### src/rtl/prog_loader_pkg.sv
// rtl/prog_loader_pkg.sv - shared state encoding and framing constants for prog_loader
package prog_loader_pkg;

  typedef enum logic [2:0] {
    ST_IDLE   = 3'd0,
    ST_LEN_HI = 3'd1,
    ST_LEN_LO = 3'd2,
    ST_DATA   = 3'd3,
    ST_CHECK  = 3'd4
  } state_t;

  localparam logic [7:0] MAGIC_DEFAULT  = 8'hA5;
  localparam int         BYTES_PER_WORD = 4;

endpackage

### src/rtl/prog_loader_idle_timer.sv
// rtl/prog_loader_idle_timer.sv - saturating idle-cycle counter with clear and expired flag
module idle_timer #(
  parameter int LIMIT = 1_000_000
) (
  input  logic CLK,
  input  logic RST,
  input  logic i_clear,
  output logic o_expired
);

  localparam int CW = $clog2(LIMIT + 1);

  logic [CW-1:0] r_count;
  logic          w_at_limit;

  assign w_at_limit = (r_count == CW'(LIMIT));
  assign o_expired  = w_at_limit;

  always_ff @(posedge CLK) begin
    if (RST || i_clear) begin
      r_count <= '0;
    end else if (!w_at_limit) begin
      r_count <= r_count + CW'(1);
    end
  end

endmodule

### src/rtl/prog_loader.sv
// rtl/prog_loader.sv - framed byte stream to program RAM writer with checksum and CPU hold
module prog_loader
  import prog_loader_pkg::*;
#(
  parameter int         ADDR_W  = 16,
  parameter int         DATA_W  = 32,
  parameter logic [7:0] MAGIC   = MAGIC_DEFAULT,
  parameter int         TIMEOUT = 1_000_000
) (
  input  logic              CLK,
  input  logic              RST,
  input  logic [7:0]        in_data,
  input  logic              in_valid,
  output logic              in_ready,
  output logic              wr_en,
  output logic [ADDR_W-1:0] wr_addr,
  output logic [DATA_W-1:0] wr_data,
  output logic              cpu_hold,
  output logic              busy,
  output logic              done,
  output logic              error
);

  state_t              r_state;
  state_t              w_state_nxt;
  logic [7:0]          r_len_hi;
  logic [15:0]         r_words_left;
  logic [1:0]          r_byte_idx;
  logic [ADDR_W-1:0]   r_word_idx;
  logic [DATA_W-1:0]   r_asm;
  logic [7:0]          r_sum;
  logic                r_wr_en;
  logic [ADDR_W-1:0]   r_wr_addr;
  logic [DATA_W-1:0]   r_wr_data;
  logic                r_cpu_hold;
  logic                r_done;
  logic                r_error;

  logic                w_hs;
  logic                w_expired;
  logic                w_timeout;
  logic                w_last_byte;
  logic                w_wr_nxt;
  logic                w_done_nxt;
  logic                w_err_nxt;
  logic [DATA_W-1:0]   w_asm_nxt;

  assign in_ready    = 1'b1;
  assign w_hs        = in_valid;
  assign w_timeout   = (r_state != ST_IDLE) && w_expired;
  assign w_last_byte = (r_byte_idx == 2'(BYTES_PER_WORD - 1));
  assign w_asm_nxt   = {r_asm[DATA_W-9:0], in_data};

  idle_timer #(
    .LIMIT(TIMEOUT)
  ) u_idle_timer (
    .CLK      (CLK),
    .RST      (RST),
    .i_clear  (w_hs || (r_state == ST_IDLE)),
    .o_expired(w_expired)
  );

  always_ff @(posedge CLK) begin
    if (RST) begin
      r_state <= ST_IDLE;
    end else begin
      r_state <= w_state_nxt;
    end
  end

  // Timeout wins over a byte arriving in the same cycle: the frame is already dead.
  always_comb begin
    w_state_nxt = r_state;
    w_wr_nxt    = 1'b0;
    w_done_nxt  = 1'b0;
    w_err_nxt   = 1'b0;
    if (w_timeout) begin
      w_state_nxt = ST_IDLE;
      w_err_nxt   = 1'b1;
    end else if (w_hs) begin
      case (r_state)
        ST_IDLE:   if (in_data == MAGIC) w_state_nxt = ST_LEN_HI;
        ST_LEN_HI: w_state_nxt = ST_LEN_LO;
        ST_LEN_LO: w_state_nxt = ({r_len_hi, in_data} == 16'd0) ? ST_CHECK : ST_DATA;
        ST_DATA: begin
          if (w_last_byte) begin
            w_wr_nxt = 1'b1;
            if (r_words_left == 16'd1) w_state_nxt = ST_CHECK;
          end
        end
        ST_CHECK: begin
          w_state_nxt = ST_IDLE;
          if (in_data == r_sum) w_done_nxt = 1'b1;
          else                  w_err_nxt  = 1'b1;
        end
        default:   w_state_nxt = ST_IDLE;
      endcase
    end
  end

  always_ff @(posedge CLK) begin
    if (RST) begin
      r_len_hi     <= '0;
      r_words_left <= '0;
      r_byte_idx   <= '0;
      r_word_idx   <= '0;
      r_asm        <= '0;
      r_sum        <= '0;
      r_wr_en      <= 1'b0;
      r_wr_addr    <= '0;
      r_wr_data    <= '0;
      r_cpu_hold   <= 1'b0;
      r_done       <= 1'b0;
      r_error      <= 1'b0;
    end else begin
      r_wr_en <= w_wr_nxt;
      r_done  <= w_done_nxt;
      r_error <= w_err_nxt;
      if (w_done_nxt) r_cpu_hold <= 1'b0;
      if (w_hs && !w_timeout) begin
        case (r_state)
          ST_IDLE: begin
            if (in_data == MAGIC) begin
              r_sum      <= '0;
              r_byte_idx <= '0;
              r_word_idx <= '0;
              r_cpu_hold <= 1'b1;
            end
          end
          ST_LEN_HI: r_len_hi <= in_data;
          ST_LEN_LO: r_words_left <= {r_len_hi, in_data};
          ST_DATA: begin
            r_asm      <= w_asm_nxt;
            r_sum      <= r_sum + in_data;
            r_byte_idx <= r_byte_idx + 2'd1;
            if (w_last_byte) begin
              r_wr_addr    <= r_word_idx;
              r_wr_data    <= w_asm_nxt;
              r_word_idx   <= r_word_idx + ADDR_W'(1);
              r_words_left <= r_words_left - 16'd1;
            end
          end
          default: ;
        endcase
      end
    end
  end

  assign wr_en    = r_wr_en;
  assign wr_addr  = r_wr_addr;
  assign wr_data  = r_wr_data;
  assign cpu_hold = r_cpu_hold;
  assign busy     = (r_state != ST_IDLE);
  assign done     = r_done;
  assign error    = r_error;

endmodule

### config.mk
export PLATFORM = sky130hd
export DESIGN_NAME = prog_loader
export DESIGN_NICKNAME = d
export VERILOG_FILES = /design/src/rtl/prog_loader_pkg.sv /design/src/rtl/prog_loader_idle_timer.sv /design/src/rtl/prog_loader.sv
export SDC_FILE = /design/constraint.sdc
export NUM_CORES = 1
export LEC_CHECK = 0
export BUFFER_PORTS_ARGS = -buffer_cell sky130_fd_sc_hd__buf_2
export CORE_MARGIN = 4
export CORE_UTILIZATION = 50
export CTS_CLUSTER_DIAMETER = 200
export CTS_CLUSTER_SIZE = 14
export DETAILED_ROUTE_END_ITERATION = 10
export PLACE_DENSITY = 0.69
export SYNTH_ARGS = -nofsm -noshare
export SYNTH_HDL_FRONTEND = slang
export SYNTH_HIERARCHICAL = 1
export SYNTH_SLANG_ARGS = --single-unit
### constraint.sdc
create_clock -name CLK -period 3.75 [get_ports CLK]
set_clock_uncertainty 0.05 [all_clocks]
set_input_delay 0.5625 -clock CLK [delete_from_list [all_inputs] [get_ports CLK]]
set_output_delay 0.5625 -clock CLK [all_outputs]
set_load 0.05 [all_outputs]
==> qor.txt, run 1 <==
ANT nets after route - 0
Worst R2R End - r_sum[4]
First-pass GRT wire length - 26.7 mm
Worst Path Required - 4060 ps
Critical-path cell list - nor4b_1 -> nand2_1 -> nor4_1 -> buf_4 -> o31ai_1 -> and2_1 -> buf_4 -> a21oi_1 -> a22oi_1 -> nor2_1
Initial antenna violation count - 0
Syn nets - 848
Longest Clk Path Bufs - 2
Total of cells resized after clock tree synthesis - 0
Post-DP Area - 6990 um2
Slew @ Worst Pin - 897 ps
Top_reg_cell synth - dfxtp_1
Share of cells above drive strength 1 - 13.2%
Sequential area share after synthesis - 45.0%
Setup violators final - 0
Slew Viols, Final - 0
DRT Pass-1 Iters - 5
Pre-CTS WS - 836 ps
Final net count - 886
Status - finished clean
Final Core Density - 59.0%
Vias in the first global route - 5587
Headroom to the max-slew limit - 40.1%
Via count - 5953
Post-synthesis async set-or-reset flop share - 0%
Area Overhead vs Synth - 13.7%
Critical R2R Launch - u_idle_timer/r_count[13]
Leakage - 2.75 nW
PD cells - 514 nW/um2
RSZ-0062 raised after global routing - no
Commonest non-fill, non-tap cell in the layout - nand2_1
Worst setup SP type - register
Clk slew on worst S/H paths - 60 ps
Max Cap Viol - 0
CTS tree - yes
Ranking of synthesized cells by area - dfxtp_1 45%, nand2_1 10%, a21oi_1 8.2%
Setup crit end - r_sum[4]
Mapped Cells - 823
CP Class - register to register
Top cell type's share of synthesized area - 45.0%
Final Critical Period - 2980 ps
Synth Warn # - 6
Routed len/inst - 15.5 um
Largest net degree at the start of global routing - 68
Finished Layout Cells - 1046
GRT Overall Usage - 21.9%
Post-DP HPWL - 10.9 mm
Post-CTS Hold Fix Bufs - 0
Drt initial violations - 412
Grt total ovfl - 0
Die H - 123 um
Die Area - 15200 um2
Reg2Reg Setup Slack - 770 ps
Diode count - 0
Initial core utilization - 51.9%
Rows - 41
Post-synth EDFFs - 0
Most frequent cells in the layout - 178 x nand2_1, 149 x dfxtp_1, 109 x a21oi_1
RD Place Congestion - 0.860
Crit. End Element - register
Final Hold Viols - 0
Syn Area/Cell - 8.05 um2
Post-CTS setup buffers - 0
Tcrit/Tclk final - 79.3%
Via density - 5.69
Post-route cell area - 7540 um2
Clock sinks - 149
Setup TNS - 0 ps
PortBufs - 63
Remaining routing DRC violations - 0
Clock Tree Root - clkbuf_16
Fmax - 336 MHz
Die W - 123 um
Core Footprint - 12800 um2
Pwr Total - 3.87 mW
Arrival time at the worst endpoint - 3280 ps
Total Wirelength - 16.2 mm
Peak supply drop - 0.287 mV
Number of buffers created by CTS - 17
Seq cells post-synth - 149
Worst hold path class - register to register
Placed insts - 1014
R2R depth - 10
Critical Path Fanout Max - 33
Crit-path max cell delay - 630 ps
Post-synthesis cell type count - 63
Synthesized area - 6630 um2
Htree depth - 4
Hold WS - 400 ps
Critical Path Start - u_idle_timer/r_count[13]
Area leader, netlist - dfxtp_1
Worst-Skew Late Latency - 420 ps
Crit path top cell by count - buf_4
Slowest cell on the critical path - a21oi_1
Boundary Pins - 65
Final Worst Setup Slack - 775 ps
[cell usage after synthesis, types with 2 or more instances]
library cell  count
inv_1            15
buf_2             3
nand4bb_1         2
clkbuf_1         42
a31oi_1           4
and2_1            5
mux2i_1           9
and3_1            6
a21o_1            3
a21oi_1         109
nand2_1         178
ha_1             13
or4_1            12
o22ai_1           2
buf_4             2
buf_1             2
o21ai_0          24
nand4b_1          3
a22oi_1           9
a211oi_1          7
or3_1             7
nor3b_1           3
nor2_1           63
nor4_1           10
a31o_2            2
nor3_1           17
a41oi_1           2
o31ai_1           9
xnor2_1           5
nand3_1          20
xor2_1           18
or2_2             3
o21ai_1           2
nand4_1          16
buf_6             4
and4_1            5
nand2b_1          5
o211ai_1          7
dfxtp_1         149
nor2b_1           3
[power by group]
group          total [mW]  switching (mW)  internal (mW)
Combinational       0.572           0.383          0.189
Sequential           1.74          0.0981           1.64
Clock                1.56           0.687          0.874
[area by class of cell]
cell class | instances | area, um2
clock buffer | 20 | 447
clock inverter | 12 | 97.6
tap | 172 | 215
inverter | 15 | 56.3
fill | 1197 | 5240
timing repair buffer | 72 | 385
sequential | 149 | 2980
multi-input combinational | 606 | 3350
[metal layers]
metal	track usage, %	vias to the layer above	part of all wire, %
met5	0	-	0
met4	8.44	0	1.8
met3	4.71	23	5.2
met2	35.3	150	47
met1	28.9	2823	46
li1	-	2957	-
[sequential cells by signal, summed over array words and instances, names as in the netlist]
signal and cells:
r_asm 24, r_state 3, r_words_left 16, r_sum 8, wr_en 1, wr_data 32, r_len_hi 8, wr_addr 16
r_byte_idx 2, error 1, done 1, u_idle_timer/r_count 20, r_word_idx 16, cpu_hold 1
[worst min path at each step]
stage                start           to  slack [ps]  cells past startpoint
2_1_floorplan    r_asm[16]  wr_data[24]         380                      2
3_3_place_gp   wr_addr[12]  wr_addr[12]         390                      2
3_5_place_dp    wr_addr[8]   wr_addr[8]         390                      2
4_1_cts         wr_addr[8]   wr_addr[8]         400                      2
5_1_grt         wr_addr[6]   wr_addr[6]         430                      2
6_report        wr_addr[8]   wr_addr[8]         400                      2
[kinds of logic (layout without fill, tap and decap cells)]
family	Yosys count	after routing	synth area share, %
AOI/OAI and AO/OA	190	190	16.8
xor gates and xnor gates	23	23	3.04
adders and majority gates	14	14	2.76
buffers and inverters	68	119	4.47
DFF	149	149	45.0
muxes	9	9	1.36
other	1	1	0.0566
and+or+nand+nor	369	369	26.5
[worst max-delay path, delay by kind of cell (launching register included)]
| family | cells | cell delay [ps] |
|---|---|---|
| AOI/OAI and AO/OA | 3 | 990 |
| buffers and inverters | 2 | 410 |
| DFF | 1 | 350 |
| and+or+nand+nor | 5 | 1100 |
No activity file was read; power rests on OpenSTA's default activity.
==> inputs of run 2 (changes only) <==
--- a/config.mk
+++ b/config.mk
@@ -11,7 +11,7 @@
 export CTS_CLUSTER_DIAMETER = 200
 export CTS_CLUSTER_SIZE = 14
 export DETAILED_ROUTE_END_ITERATION = 10
-export PLACE_DENSITY = 0.69
+export PLACE_DENSITY = 0.72
 export SYNTH_ARGS = -nofsm -noshare
 export SYNTH_HDL_FRONTEND = slang
 export SYNTH_HIERARCHICAL = 1
==> constraint.sdc (replaced) <==
create_clock -name CLK -period 2.5 [get_ports CLK]
set_clock_uncertainty 0.05 [all_clocks]
set_input_delay 0.375 -clock CLK [delete_from_list [all_inputs] [get_ports CLK]]
set_output_delay 0.375 -clock CLK [all_outputs]
set_load 0.05 [all_outputs]
==> qor.txt, run 2 (synthesized netlist as in run 1, its figures left out) <==
Area Overhead vs Synth - 19.8%
Die Area - 15200 um2
Crit path top cell by count - nor4_4
Placed insts - 1046
Arrival time at the worst endpoint - 2690 ps
Final Critical Period - 2370 ps
Critical R2R Launch - u_idle_timer/r_count[11]
GRT Overall Usage - 23.6%
CTS tree - yes
Via density - 5.72
Initial antenna violation count - 0
Slew Viols, Final - 0
RSZ-0062 raised after global routing - yes
Die H - 123 um
Status - finished clean
Post-CTS setup buffers - 0
Reg2Reg Setup Slack - 130 ps
Number of buffers created by CTS - 17
ANT nets after route - 0
CP Class - register to register
DRT Pass-1 Iters - 5
Initial core utilization - 51.9%
Vias in the first global route - 5904
Boundary Pins - 65
Drt initial violations - 429
Slew @ Worst Pin - 723 ps
Hold Path Sink - wr_data[0]
PortBufs - 63
Routed len/inst - 15.9 um
Final Worst Setup Slack - 134 ps
Pre-CTS WS - 36.2 ps
Max Cap Viol - 0
Top Usage Layer GRT - met2
Leakage - 2.97 nW
Remaining routing DRC violations - 0
Setup TNS - 0 ps
GR Layer Usage met1 - 29.7%
Worst setup SP type - register
Critical-path cell list - nor4_4 -> nand2_2 -> nor4_4 -> o21ai_0 -> and2_1 -> a31o_2 -> or4_1 -> nand2_1
Final net count - 918
Clk slew on worst S/H paths - 60 ps
Htree depth - 4
Tcrit/Tclk final - 94.7%
Core Footprint - 12800 um2
Post-CTS Hold Fix Bufs - 0
Worst-Skew Late Latency - 430 ps
Crit. End Element - register
Most frequent cells in the layout - 177 x nand2_1, 149 x dfxtp_1, 109 x a21oi_1
Total Wirelength - 17.1 mm
Diode count - 0
R2R depth - 8
First-pass GRT wire length - 28.4 mm
Rows - 41
RD Place Congestion - 0.897
Commonest non-fill, non-tap cell in the layout - nand2_1
Grt total ovfl - 0
Longest Clk Path Bufs - 2
Worst hold path class - primary input to register
Slowest cell on the critical path - or4_1
Final Hold Viols - 0
Clock Tree Root - clkbuf_16
Pwr Total - 6.22 mW
Worst Path Required - 2820 ps
Setup violators final - 0
Finished Layout Cells - 1077
Crit-path max cell delay - 510 ps
Share of cells above drive strength 1 - 16.7%
Via count - 6158
Headroom to the max-slew limit - 51.4%
PD cells - 784 nW/um2
Die W - 123 um
Clock sinks - 149
Critical Path Fanout Max - 6
Post-DP HPWL - 11.9 mm
Worst R2R End - r_word_idx[11]
Met2 GRT Util - 37.2%
Hold Path Origin - in_data[0]
Max reg flops - 32
# fillers - 1081
WHS Path Cells - 3
Fmax - 423 MHz
Hold WS - 238 ps
Largest net degree at the start of global routing - 62
Peak supply drop - 0.426 mV
GRT met3 Usage - 6.91%
-- run 2: cell type report --
| cell class | instances | area [um2] | area share, % |
|---|---|---|---|
| Inverter | 15 | 56.3 | 0.709 |
| Timing Repair Buffer | 104 | 651 | 8.20 |
| Multi-Input combinational cell | 606 | 3420 | 43.1 |
| Clock buffer | 20 | 437 | 5.50 |
| Sequential cell | 149 | 2980 | 37.6 |
| Tap cell | 172 | 215 | 2.71 |
| Clock inverter | 11 | 175 | 2.21 |
-- run 2: timing repair --
action	in CTS	in global routing
resized for setup	0	9
endpoints found under the setup margin	0	103
endpoints found under the hold margin	0	0
-- run 2: routing by layer --
layer,wire length [um],share of wire (%)
met1,7460,44
met2,8250,48
met3,905,5.3
met4,506,3.0
met5,0,0
-- run 2: worst max-delay path: cells and delay by family (launching register included) --
family             cells  cell delay, ps
AOI/OAI and AO/OA      2             410
DFF                    1             360
and+or+nand+nor        6            1510
-- run 2: power breakdown --
| group | total, mW | switching, mW | internal (mW) |
|---|---|---|---|
| Sequential | 2.56 | 0.100 | 2.46 |
| Clock | 2.66 | 0.986 | 1.67 |
| Combinational | 1.01 | 0.653 | 0.353 |
-- run 2: worst max path at each step --
stage | startpoint | endpoint | slack [ps]
after CTS | u_idle_timer/r_count[0] | r_word_idx[6] | 70
after detailed placement | in_data[3] | r_word_idx[6] | 40
after global placement | in_data[3] | r_word_idx[15] | 100
after global routing | u_idle_timer/r_count[0] | r_word_idx[6] | -20
final | u_idle_timer/r_count[11] | r_word_idx[11] | 130
after floorplan | u_idle_timer/r_count[13] | r_word_idx[11] | 60
-- run 2: stage by stage --
step / area, um2 / util [%]
2_1_floorplan: 6640 / -
3_3_place_gp: 7270 / 56.9
3_5_place_dp: 7270 / 56.9
4_1_cts: 7880 / 61.7
5_1_grt: 7940 / 62.1
6_report: 7940 / 62.1
==> inputs of run 3 (changes only) <==
--- a/config.mk
+++ b/config.mk
@@ -14,5 +14,4 @@
 export PLACE_DENSITY = 0.72
 export SYNTH_ARGS = -nofsm -noshare
 export SYNTH_HDL_FRONTEND = slang
-export SYNTH_HIERARCHICAL = 1
 export SYNTH_SLANG_ARGS = --single-unit
==> qor.txt, run 3 <==
Initial core utilization - 51.7%
Final Hold Viols - 0
Net Switching - 1.12 mW
Headroom to the max-slew limit - 51.8%
Post-DP HPWL - 10.3 mm
Largest net degree at the start of global routing - 73
Worst setup SP type - register
Via density - 5.48
Sequential share of power - 49.5%
Tcrit/Tclk final - 91.1%
Grt total ovfl - 0
Vias in the first global route - 5403
Top_reg_cell synth - dfxtp_1
Crit. End Element - register
Seq cells post-synth - 149
Mapped Cells - 836
Critical R2R Launch - u_idle_timer.r_count[0]
Drt initial violations - 534
Setup TNS - 0 ps
Synthesized area - 6630 um2
Reg2Reg Setup Slack - 220 ps
ANT nets after route - 0
Total of cells resized after clock tree synthesis - 0
PortBufs - 63
Post-synthesis async set-or-reset flop share - 0%
RSZ-0062 raised after global routing - no
Commonest non-fill, non-tap cell in the layout - nand2_1
GRT Overall Usage - 21.4%
Die Area - 15200 um2
Via count - 5892
Leakage - 2.83 nW
Syn nets - 861
Core Footprint - 12800 um2
Max reg flops - 32
Critical Path Start - u_idle_timer.r_count[0]
Top layer in use - met5
Post-CTS setup buffers - 0
Htree depth - 4
Rows - 41
CP Class - register to register
Setup violators final - 0
Status - finished clean
Fmax - 439 MHz
Worst-Skew Late Latency - 420 ps
Synth Warn # - 0
Clock sinks - 149
Most frequent cells in the layout - 200 x nand2_1, 149 x dfxtp_1, 119 x a21oi_1
Hold Path Origin - in_data[2]
Final Critical Period - 2280 ps
Arrival time at the worst endpoint - 2570 ps
PD cells - 624 nW/um2
Slew @ Worst Pin - 723 ps
Pint - 3.68 mW
Synth top cells by count - 200 x nand2_1, 149 x dfxtp_1, 119 x a21oi_1
DRT Pass-1 Iters - 5
Post-synth EDFFs - 0
Met3 wire length - 907 um
Total Wirelength - 15.7 mm
Max Cap Viol - 0
Worst Path Required - 2800 ps
Routed len/inst - 14.6 um
Most numerous cell in the Yosys netlist - nand2_1
Met2 routed WL - 7.20 mm
Slew Viols, Final - 0
Initial antenna violation count - 1
Pre-CTS WS - 192 ps
Comb pwr share - 2.3%
Wire length on met1 - 7.25 mm
Longest Clk Path Bufs - 2
Remaining routing DRC violations - 0
Die H - 123 um
CTS tree - yes
Final net count - 915
Area Overhead vs Synth - 16.0%
Clock Tree Root - clkbuf_16
Hold WS - 216 ps
Sequential area share after synthesis - 45.0%
Die W - 123 um
Post-synthesis cell type count - 55
Area leader, netlist - dfxtp_1
Critical Path Fanout Max - 22
Boundary Pins - 65
Diode count - 0
Post-CTS Hold Fix Bufs - 0
First-pass GRT wire length - 25.9 mm
Worst hold path class - primary input to register
Top cell type's share of synthesized area - 45.0%
Ranking of synthesized cells by area - dfxtp_1 45%, nand2_1 11%, a21oi_1 9.0%
RD Place Congestion - 0.813
Syn Area/Cell - 7.94 um2
Number of buffers created by CTS - 17
Clock share of power - 48.2%
Clk slew on worst S/H paths - 60 ps
Sw Ratio - 23.3%
Pwr Total - 4.80 mW
Final Worst Setup Slack - 222 ps
Share of cells above drive strength 1 - 14.1%
Peak supply drop - 0.547 mV
-- run 3: power groups by stage --
| stage | clock [mW] | sequential (mW) | combinational, mW |
|---|---|---|---|
| floorplan | 0 | 2.43 | 0.0687 |
| global placement | 0 | 2.43 | 0.110 |
| detailed placement | 0 | 2.43 | 0.109 |
| CTS | 2.37 | 2.37 | 0.110 |
| global route | 2.47 | 2.37 | 0.121 |
| finish | 2.32 | 2.38 | 0.110 |
-- run 3: worst paths after layout --
check,to,cells past startpoint
worst max-delay path,r_asm[18],8
worst min register to register,wr_addr[5],2
worst min-delay path,r_asm[2],3
worst max register to register,r_asm[18],8
-- run 3: cell families (layout without fill, tap and decap cells) --
| kind of cell | count (synthesis) | in the layout | synth area share, % |
|---|---|---|---|
| DFF | 149 | 149 | 45.0 |
| adders and majority gates | 14 | 14 | 2.75 |
| muxes | 12 | 12 | 1.81 |
| AOI/OAI and AO/OA | 169 | 169 | 14.1 |
| xor gates and xnor gates | 30 | 30 | 3.96 |
| and+or+nand+nor | 396 | 396 | 27.9 |
| buffers and inverters | 65 | 132 | 4.49 |
| other | 1 | 1 | 0.0565 |
-- run 3: critical path: stages, from the launching register on --
cell	delay (ps)
dfxtp_1	370
inv_1	80
ha_1	140
nand3_1	140
or4_1	740
nand3_4	270
buf_12	190
nand2_1	70
a21oi_1	150
-- run 3: per-stage QoR --
| stage | instances | cell area, um2 | util, % |
|---|---|---|---|
| after floorplan | 836 | 6630 | - |
| after global placement | 1043 | 7160 | 55.8 |
| after detailed placement | 1043 | 7160 | 55.8 |
| after CTS | 1075 | 7690 | 60.0 |
| after global routing | 1075 | 7690 | 60.0 |
| final | 1075 | 7690 | 60.0 |
-- run 3: final cells by class --
type / count / area (um2)
fillers: 1152 / 5130
multi-input cells: 622 / 3360
flip-flops and latches: 149 / 2980
repair buffers: 85 / 546
clock buffers: 19 / 433
well taps: 172 / 215
clock inverters: 13 / 101
inverters: 15 / 56.3
-- run 3: layer usage --
| metal | vias up | GRT usage, % |
|---|---|---|
| met3 | 35 | 5.86 |
| met1 | 2700 | 28.3 |
| met4 | 2 | 7.82 |
| li1 | 2986 | - |
| met5 | - | 0 |
| met2 | 169 | 33.6 |
